--- config.mk ---
export PLATFORM = sky130hd
export DESIGN_NAME = mem_access_unit
export DESIGN_NICKNAME = d
export VERILOG_FILES = /design/src/rtl/mem_access_unit_pkg.sv /design/src/rtl/mem_access_unit_load_align.sv /design/src/rtl/mem_access_unit.sv
export SDC_FILE = /design/constraint.sdc
export NUM_CORES = 1
export LEC_CHECK = 0
export ABC_CLOCK_PERIOD_IN_PS = 5300
export BUFFER_PORTS_ARGS = -buffer_cell sky130_fd_sc_hd__buf_2
export CAP_MARGIN = 20
export CORE_MARGIN = 8
export CORE_UTILIZATION = 40
export CTS_CLUSTER_DIAMETER = 100
export DETAILED_ROUTE_END_ITERATION = 16
export PLACE_DENSITY = 0.68
export SETUP_SLACK_MARGIN = 0.05
export SLEW_MARGIN = 20
export SYNTH_ARGS = -nofsm -noshare
export SYNTH_HDL_FRONTEND = slang
export SYNTH_SLANG_ARGS = --single-unit
export TNS_END_PERCENT = 100
--- constraint.sdc ---
create_clock -name clk_i -period 5.3 [get_ports clk_i]
set_clock_uncertainty 0.1 [all_clocks]
set_input_delay 0.265 -clock clk_i [delete_from_list [all_inputs] [get_ports clk_i]]
set_output_delay 0.265 -clock clk_i [all_outputs]
set_load 0.01 [all_outputs]
--- src/rtl/mem_access_unit_pkg.sv ---
`default_nettype none
// ============================================================================
// Module      : mem_access_unit_pkg
// Description : Shared bus/access definitions for the memory access unit:
//               FSM state encoding, MEM_SEL size codes and lane helpers.
// Revision    : 1.0 - initial release
// ============================================================================
package mem_access_unit_pkg;

  // Bus geometry
  localparam int unsigned BUS_DATA_W  = 32;
  localparam int unsigned BUS_ADDR_W  = 32;
  localparam int unsigned BUS_STRB_W  = BUS_DATA_W / 8;

  // Access size codes carried on mem_sel
  localparam logic [3:0] SEL_BYTE = 4'b0001;
  localparam logic [3:0] SEL_HALF = 4'b0011;
  localparam logic [3:0] SEL_WORD = 4'b1111;

  // Access FSM state encoding
  typedef enum logic [1:0] {
    ST_IDLE = 2'd0,
    ST_BUSY = 2'd1,
    ST_DONE = 2'd2
  } state_e;

  // True for the three legal access sizes
  function automatic logic sel_valid(input logic [3:0] sel);
    return (sel == SEL_BYTE) || (sel == SEL_HALF) || (sel == SEL_WORD);
  endfunction

  // Natural alignment check: halves on even bytes, words on word boundaries
  function automatic logic sel_aligned(input logic [3:0] sel, input logic [1:0] lo);
    logic ok;
    case (sel)
      SEL_HALF: ok = ~lo[0];
      SEL_WORD: ok = (lo == 2'b00);
      default:  ok = 1'b1;
    endcase
    return ok;
  endfunction

  // Little-endian byte-lane strobes for a store
  function automatic logic [3:0] lane_strobe(input logic [3:0] sel, input logic [1:0] lo);
    logic [3:0] s;
    case (sel)
      SEL_BYTE: s = 4'b0001 << lo;
      SEL_HALF: s = 4'b0011 << {lo[1], 1'b0};
      SEL_WORD: s = 4'b1111;
      default:  s = 4'b0000;
    endcase
    return s;
  endfunction

  // Replicate right-justified store data across all lanes it may land on
  function automatic logic [31:0] lane_replicate(input logic [3:0] sel, input logic [31:0] d);
    logic [31:0] r;
    case (sel)
      SEL_BYTE: r = {4{d[7:0]}};
      SEL_HALF: r = {2{d[15:0]}};
      default:  r = d;
    endcase
    return r;
  endfunction

endpackage
`default_nettype wire

--- src/rtl/mem_access_unit_load_align.sv ---
`default_nettype none
// ============================================================================
// Module      : load_align
// Description : Combinational load extraction: picks the addressed byte or
//               half out of a bus word and sign- or zero-extends it.
// Revision    : 1.0 - initial release
// ============================================================================
module load_align
  import mem_access_unit_pkg::*;
(
  input  logic [31:0] word_i,
  input  logic [1:0]  addr_i,
  input  logic [3:0]  sel_i,
  input  logic        ext_i,
  output logic [31:0] result_o
);

  logic [7:0]  w_byte;
  logic [15:0] w_half;

  // Lane selection and extension
  always_comb begin
    w_byte   = 8'h00;
    w_half   = 16'h0000;
    result_o = 32'h0000_0000;
    case (addr_i)
      2'd0:    w_byte = word_i[7:0];
      2'd1:    w_byte = word_i[15:8];
      2'd2:    w_byte = word_i[23:16];
      default: w_byte = word_i[31:24];
    endcase
    w_half = addr_i[1] ? word_i[31:16] : word_i[15:0];
    case (sel_i)
      SEL_BYTE: result_o = {{24{ext_i & w_byte[7]}}, w_byte};
      SEL_HALF: result_o = {{16{ext_i & w_half[15]}}, w_half};
      SEL_WORD: result_o = word_i;
      default:  result_o = 32'h0000_0000;
    endcase
  end

endmodule
`default_nettype wire

--- src/rtl/mem_access_unit.sv ---
`default_nettype none
// ============================================================================
// Module      : mem_access_unit
// Description : Load/store unit between the ID/EX stage and a single-beat
//               ready-handshake RAM bus. Three-state access FSM with
//               registered bus outputs, stall generation and load alignment.
// Revision    : 1.0 - initial release
// ============================================================================
module mem_access_unit
  import mem_access_unit_pkg::*;
(
  input  logic        clk_i,
  input  logic        rst_n_i,
  input  logic        mem_read_flag_i,
  input  logic        mem_write_flag_i,
  input  logic        mem_sign_ext_flag_i,
  input  logic [3:0]  mem_sel_i,
  input  logic [31:0] mem_addr_i,
  input  logic [31:0] mem_write_data_i,
  input  logic        flush_i,
  output logic        ram_en_o,
  output logic [3:0]  ram_write_en_o,
  output logic [31:0] ram_addr_o,
  output logic [31:0] ram_write_data_o,
  input  logic [31:0] ram_read_data_i,
  input  logic        ram_ready_i,
  output logic        stall_request_o,
  output logic [31:0] load_data_o,
  output logic        load_valid_o,
  output logic        addr_error_o
);

  state_e      state_q, state_d;
  logic        ram_en_q, ram_en_d;
  logic [3:0]  ram_we_q, ram_we_d;
  logic [31:0] ram_addr_q, ram_addr_d;
  logic [31:0] ram_wdata_q, ram_wdata_d;
  logic [3:0]  sel_q, sel_d;
  logic [1:0]  addr_lo_q, addr_lo_d;
  logic        ext_q, ext_d;
  logic        is_load_q, is_load_d;
  logic        flushed_q, flushed_d;
  logic [31:0] load_data_q, load_data_d;
  logic        load_valid_q, load_valid_d;

  logic        w_access;
  logic        w_sel_ok;
  logic        w_aligned;
  logic        w_request;
  logic [31:0] w_aligned_data;

  assign w_access  = mem_read_flag_i | mem_write_flag_i;
  assign w_sel_ok  = sel_valid(mem_sel_i);
  assign w_aligned = sel_aligned(mem_sel_i, mem_addr_i[1:0]);
  assign w_request = (state_q == ST_IDLE) & w_access & w_sel_ok & ~flush_i & w_aligned;

  // Pipeline-side indications are combinational so the stall lands this cycle
  assign stall_request_o = w_request | (state_q == ST_BUSY);
  assign addr_error_o    = (state_q == ST_IDLE) & w_access & w_sel_ok & ~w_aligned;

  assign ram_en_o         = ram_en_q;
  assign ram_write_en_o   = ram_we_q;
  assign ram_addr_o       = ram_addr_q;
  assign ram_write_data_o = ram_wdata_q;
  assign load_data_o      = load_data_q;
  assign load_valid_o     = load_valid_q;

  // Aligns the live bus word using the sizes latched at request time
  load_align u_load_align (
    .word_i   (ram_read_data_i),
    .addr_i   (addr_lo_q),
    .sel_i    (sel_q),
    .ext_i    (ext_q),
    .result_o (w_aligned_data)
  );

  // Next-state and registered-output logic for the access FSM
  always_comb begin
    state_d      = state_q;
    ram_en_d     = ram_en_q;
    ram_we_d     = ram_we_q;
    ram_addr_d   = ram_addr_q;
    ram_wdata_d  = ram_wdata_q;
    sel_d        = sel_q;
    addr_lo_d    = addr_lo_q;
    ext_d        = ext_q;
    is_load_d    = is_load_q;
    flushed_d    = flushed_q;
    load_data_d  = load_data_q;
    load_valid_d = 1'b0;
    case (state_q)
      ST_IDLE: begin
        if (w_request) begin
          state_d     = ST_BUSY;
          ram_en_d    = 1'b1;
          is_load_d   = ~mem_write_flag_i;
          ram_we_d    = mem_write_flag_i ? lane_strobe(mem_sel_i, mem_addr_i[1:0]) : 4'b0000;
          ram_addr_d  = {mem_addr_i[31:2], 2'b00};
          ram_wdata_d = lane_replicate(mem_sel_i, mem_write_data_i);
          sel_d       = mem_sel_i;
          addr_lo_d   = mem_addr_i[1:0];
          ext_d       = mem_sign_ext_flag_i;
          flushed_d   = 1'b0;
        end
      end
      ST_BUSY: begin
        // A flush here only marks the result; the bus handshake must finish
        if (flush_i) begin
          flushed_d = 1'b1;
        end
        if (ram_ready_i) begin
          state_d      = ST_DONE;
          ram_en_d     = 1'b0;
          ram_we_d     = 4'b0000;
          if (is_load_q) begin
            load_data_d = w_aligned_data;
          end
          load_valid_d = is_load_q & ~flushed_q & ~flush_i;
        end
      end
      ST_DONE: begin
        state_d = ST_IDLE;
      end
      default: begin
        state_d  = ST_IDLE;
        ram_en_d = 1'b0;
        ram_we_d = 4'b0000;
      end
    endcase
  end

  // State and datapath registers, cleared asynchronously
  always_ff @(posedge clk_i or negedge rst_n_i) begin
    if (!rst_n_i) begin
      state_q      <= ST_IDLE;
      ram_en_q     <= 1'b0;
      ram_we_q     <= 4'b0000;
      ram_addr_q   <= 32'h0000_0000;
      ram_wdata_q  <= 32'h0000_0000;
      sel_q        <= 4'b0000;
      addr_lo_q    <= 2'b00;
      ext_q        <= 1'b0;
      is_load_q    <= 1'b0;
      flushed_q    <= 1'b0;
      load_data_q  <= 32'h0000_0000;
      load_valid_q <= 1'b0;
    end else begin
      state_q      <= state_d;
      ram_en_q     <= ram_en_d;
      ram_we_q     <= ram_we_d;
      ram_addr_q   <= ram_addr_d;
      ram_wdata_q  <= ram_wdata_d;
      sel_q        <= sel_d;
      addr_lo_q    <= addr_lo_d;
      ext_q        <= ext_d;
      is_load_q    <= is_load_d;
      flushed_q    <= flushed_d;
      load_data_q  <= load_data_d;
      load_valid_q <= load_valid_d;
    end
  end

endmodule
`default_nettype wire

Word level (Yosys, flattened, before mapping):

Cells that the tools add are included.

* flip-flop bits (word level): 111
* bits in latches: 0
* RAM bits: 0
* memory bits (read-only): 0
* memories kept: 0

* add/sub/neg operators: 0
* multiply operators: 0
* div/mod/pow operators: 0
* magnitude comparators: 0
* eq/ne operators: 13
* shifts and indexed selects: 2
* muxes and demuxes: 21
* bitwise gates (word level): 17
* reductions and logical operators: 11

Operators by type and width (number)
* 32-bit case mux with 3 select lines: 1
* 32-bit case mux with 2 select lines: 1
* 4-bit case mux with 3 select lines: 2
* 8-bit case mux with 3 select lines: 1
* 16-bit two-way mux: 1
* 4-bit two-way mux: 3
* 1-bit AND: 9
* 3-bit AND reduction: 3
* 4-bit by 1-bit == test with 1-bit output (second input constant): 2
* 4-bit by 2-bit == test with 1-bit output (second input constant): 2
* 4-bit == test (second input constant): 2
* 2-bit logical NOT: 3
* 1-bit two-way mux: 6
* 2-bit != test (second input constant): 3
* 1-bit NOT: 6
* 2-bit by 1-bit == test with 1-bit output (second input constant): 2
* 2-bit == test (second input constant): 2
* 2-bit two-way mux: 2
* 1-bit case mux with 2 select lines: 2
* 2-bit case mux with 2 select lines: 1
* 2-bit AND reduction: 2
* 1-bit by 2-bit << shifter with 4-bit output (first input constant): 1
* 2-bit by 2-bit << shifter with 4-bit output (first input constant): 1
* 1-bit case mux with 3 select lines: 1
* other kinds (3): 5

Longest topological paths before layout:

* depth in word-level cells: 8
* depth in mapped cells: 8
* mapped depth without buffers: 4

Hierarchy:

Synthesis repeated with hierarchy kept, for this count alone.

* cells, all modules: 437
* area, all modules: 5555.3 um2

By module, submodules not included
* mem_access_unit: instances 1, cells an instance 322, area an instance 4720.8 um2, sequential area each 2777.7 um2
* load_align: instances 1, cells an instance 115, area an instance 834.6 um2, sequential area each 0.0 um2

Worst setup path after synthesis:

OpenSTA, ideal clock, no wires.

* path kind: in2reg
* start: input port mem_sel_i[3]
* end: register ram_wdata_q[14] (netlist: ram_write_data_o[14])
* arrival time: 2.193 ns
* slack: 2.883 ns
* stages on the path: 7
* path buffers: 3
* cells stage by stage: buf_2 > or3b_2 > buf_2 > nor2_1 > buf_2 > mux2_2 > mux2_2

* word-level cells in the longest chain between the ends: 7

RTL lines
* from (decl): RTL line mem_access_unit.sv:17 `input logic [3:0] mem_sel_i,`
* 4-bit by 1-bit == test with 1-bit output or 4-bit by 2-bit == test with 1-bit output (tied branches): RTL line mem_access_unit_pkg.sv:29, mem_access_unit_pkg.sv:58, mem_access_unit_pkg.sv:35
* 1-bit logical OR (2 in series): RTL line mem_access_unit_pkg.sv:29 `return (sel == SEL_BYTE) || (sel == SEL_HALF) || (sel == SEL_WORD);`
* 1-bit AND (3 in series): RTL line mem_access_unit.sv:55 `assign w_request = (state_q == ST_IDLE) & w_access & w_sel_ok & ~flush_i & w_aligned;`
* 2-bit AND reduction (no source line)
* to (signal assigned): RTL line mem_access_unit.sv:152 `ram_wdata_q <= ram_wdata_d;`
* to (decl): RTL line mem_access_unit.sv:37 `logic [31:0] ram_wdata_q, ram_wdata_d;`

Parallel ways exist; a longest one is shown, timed or not.
A chain may end at the register's enable or synchronous reset.

Worst setup path in the final report:

* start: register state_q[0]
* end: output port stall_request_o

* word-level cells in the longest chain between the ends: 6

RTL lines
* from (decl): RTL line mem_access_unit.sv:33 `state_e state_q, state_d;`
* from (signal assigned): RTL line mem_access_unit.sv:148 `state_q <= state_d;`
* 2-bit logical NOT: RTL line mem_access_unit.sv:55
* 1-bit AND (4 in series): RTL line mem_access_unit.sv:55
* 1-bit bitwise OR (*): RTL line mem_access_unit.sv:58 `assign stall_request_o = w_request | (state_q == ST_BUSY);`
* to (decl): RTL line mem_access_unit.sv:27 `output logic stall_request_o,`

Every way passes the cells marked *; elsewhere a longest branch is shown, timed or not.

==> flow_results.org <==
** Clocking
- Clock tree synthesis inserted a total of 9 buffers.
- Clock-pin slew was measured on the worst setup and hold paths at 0.07 ns.
- TritonCTS built the clock tree.
- Maximum clock path buffer count :: 2
- CTS saw 111 sinks.
- Clock tree synthesis selected as its root buffer the cell sky130_fd_sc_hd__clkbuf_16.
- For the worst-skew pair, the clock arrives at the later sink with an insertion delay of 0.34 ns.
- In this run the post-CTS setup repair buffer count came out at 0.
- Depth of the CTS H-tree :: 3

** Synthesis
- Avg Synthesized Cell Area :: 13.1 um^2
- Synthesis produced a netlist whose cell count is between 300 and 400.
- In this run the cell area of the synthesized design comes to 5180 um^2.
- During synthesis, Yosys emitted a total of 0 warnings.
- Counting flops with an async set or reset pin after synthesis yields a share of 100%.
- Number of distinct library cells after synthesis :: 51
- In the synthesized netlist the dominant register cell turns out to be sky130_fd_sc_hd__dfrtp_1.
- Synthesis inferred 111 register bits.
- In this run, synthesis inferred 0 flip-flops with an integrated enable.
- After synthesis, flip-flops and latches occupy 53.6% of the total area.

** Die
- The die is 130 um tall.
- Die area :: 16,800 um^2
- For this configuration, the core starts out at a cell density of about two fifths.
- 211 I/O pins were placed.
- Num rows :: 41
- Die W :: 130 um
- Area of the core region :: 12,600 um^2

** Cells and area
- Area delta synth->final :: 28.8%
- Share of the core filled with cells :: a little over half
- Count of filler cells inserted in the layout :: 1,145
- In the layout the commonest cells are sky130_fd_sc_hd__buf_2 (207), sky130_fd_sc_hd__dfrtp_1 (111), sky130_fd_sc_hd__mux2_2 (65).
- The post-route netlist has 52.5% of its cells at a drive strength greater than 1.
- Post-layout nets :: approximately 700
- Leading cell type in the layout, fill and taps excluded :: sky130_fd_sc_hd__buf_2

** Timing
- Worst slew margin relative to its limit :: 32.6%
- RSZ-0062 raised after global routing :: no
- Setup-failing EPs final :: 0
- The count of final max-slew check failures was 0.
- The hold violation total from the final report was 0.
- After routing, the total negative slack on setup checks comes to 0 ns.
- Of the available clock period, the critical path in the final layout requires 60.2%.
- For the pin with the worst max-slew slack, the measured transition is 1.00 ns.
- Static timing analysis puts the maximum clock frequency at 313 MHz.
- Shortest clock period the worst path allows after layout :: 3.19 ns

** Worst setup path
- Data arrival time of the worst path :: 2.83 ns
- Capturing element type of the critical path :: output port
- STA classifies the critical path startpoint as a register.
- Tracing the worst setup path back leads to its startpoint at state_q[0].
- For the worst setup path, the data required time is 4.93 ns.
- The worst register-to-register path begins at state_q[0].
- Startpoint-to-endpoint class of the critical path :: reg -> out
- Worst-path maximum fanout :: 77

** Placed design
- Number of port buffers :: ~210
- Routability-driven placement finished with a final weighted congestion of ~0.84.
- DPL Wire Length :: between 10 and 15 mm

** Route
- Total via count after detailed routing :: ~4,200
- After detailed routing, the average wire length per cell comes to 19.4 um.
- Vias/cell :: 5.46
- In the routed design, unresolved DRC markers number 0.
- The first detailed-routing pass ran for 5 iterations.
- In this run the remaining antenna-violating nets after routing total 0.
- Wires add up to 15.0 mm.
- Violation count after the first detailed-routing iteration :: 348

** Global routing
- Global routing finished with a remaining overflow of 0.
- In the global route stage, overall resource usage came out at a little under a fifth.
- Initial antenna violation count :: 3
- Entering global routing, the biggest net connects 78 pins.
- The number of global-route vias before repair was between 4,000 and 5,000.
- The first global-routing pass estimated 23.9 mm of wire.

** Job
- Across the run, the number of max-cap violations was 0.

** Run status
- Result of the run :: finished clean

** Hold path
- Critical hold path startpoint :: mem_addr_i[25]
- Class of the tightest hold or removal check :: in -> reg

** Pwr
- Ratio of total power to cell area :: 427 nW/um^2
- Leakage power total :: 3.43 nW
- Total power of the final layout :: about 2.8 mW
- IR analysis of the VDD net gives a maximum drop of 0.000214 V.
-- synthesized netlist by cell type, drive strengths merged, types with 2 or more instances --
master	number	share of area, %
nor2	10	0.73
nand2b	3	0.51
nor2b	5	0.60
o211a	4	0.77
dfrtp	111	54
mux4	8	3.5
inv	11	0.80
o21ai	21	2.0
buf	15	2.0
and3	5	0.60
a222oi	14	2.7
nor3	7	0.68
nand2	19	1.4
o2bb2ai	2	0.34
o211ai	7	1.0
or3	3	0.36
a32oi	8	1.4
or3b	3	0.51
or2	2	0.24
a21boi	2	0.29
nand3	3	0.29
mux2	75	17
a221o	20	3.9
mux2i	3	0.58
a21oi	3	0.29
clkbuf	14	1.0
-- cell families (layout without fill, tap and decap cells) --
group / Yosys count / after routing / synth area share (%)
DFF: 111 / 111 / 53.6
muxes: 86 / 86 / 21.1
buffers and inverters: 40 / 239 / 3.82
and+or+nand+nor: 65 / 65 / 6.72
AOI/OAI and AO/OA: 92 / 92 / 14.5
other: 1 / 3 / 0.0724
xor gates and xnor gates: 1 / 1 / 0.169
-- state kept, by name, summed over array words and instances (netlist names), 2 cells and up --
signal and cells:
load_data_o 32, ram_write_data_o 32, ram_addr_o 30, ram_write_en_o 4
sel_q 4, addr_lo_q 2, state_q 2
-- power by group --
| group | switching, mW | internal (mW) | total [mW] |
|---|---|---|---|
| logic | 0.405 | 0.429 | 0.834 |
| clock network | 0.298 | 0.476 | 0.774 |
| registers | 0.157 | 1.08 | 1.24 |
| total | 0.860 | 1.99 | 2.85 |
-- metal layers --
| metal | track usage (%) | wire length (um) | up-vias |
|---|---|---|---|
| li1 | - | - | 1906 |
| met1 | 21.1 | 5820 | 2109 |
| met5 | 0 | 20 | - |
| met3 | 6.53 | 1320 | 28 |
| met4 | 6.90 | 344 | 4 |
| met2 | 29.8 | 7450 | 151 |
-- final timing paths --
| path | slack, ns | endpoint | depth (start not counted) |
|---|---|---|---|
| min in group asynchronous | 0.44 | ram_write_data_o[4] | 2 |
| min | 0.04 | ram_addr_o[25] | 2 |
| max | 2.11 | stall_request_o | 5 |
| max reg2reg | 2.42 | ram_write_en_o[3] | 4 |
| max in group asynchronous | 3.47 | sel_q[2] | 3 |
| min reg2reg | 0.36 | load_valid_o | 1 |
-- metrics by stage --
| step | worst slack, ns | hold slack (ns) | cells | area (um^2) |
|---|---|---|---|---|
| after floorplan | 2.88 | -0.131 | 397 | 5180 |
| after CTS | 2.08 | 0.0300 | 768 | 6660 |
| after detailed placement | 2.34 | 0.288 | 751 | 6310 |
| final | 2.11 | 0.0440 | 769 | 6670 |
| after global routing | 1.89 | 0.0335 | 769 | 6670 |
| after global placement | 2.43 | 0.275 | 751 | 6310 |
-- final cells by class --
class	instances	area [um^2]	share of cell area (%)
multi-input combinational	246	2210	33.2
clock buffer	13	250	3.75
sequential	111	2780	41.7
timing repair buffer	212	1080	16.1
tap	172	215	3.23
antenna	1	2.50	0.0375
clock inverter	3	90.1	1.35
inverter	11	41.3	0.619
-- worst max-delay path, stage by stage, from the launching register on --
cell and delay, ns:
sky130_fd_sc_hd__dfrtp_1 0.47, sky130_fd_sc_hd__or3b_1 0.43, sky130_fd_sc_hd__a2111o_1 0.54, sky130_fd_sc_hd__nand2b_4 0.67, sky130_fd_sc_hd__nand2_1 0.20, sky130_fd_sc_hd__buf_2 0.16
-- timing repair --
action,in CTS,in global routing
gates resized for setup,0,0
hold endpoints to repair,59,0
hold buffers,1,0
Power figures use the tool's default switching activity.
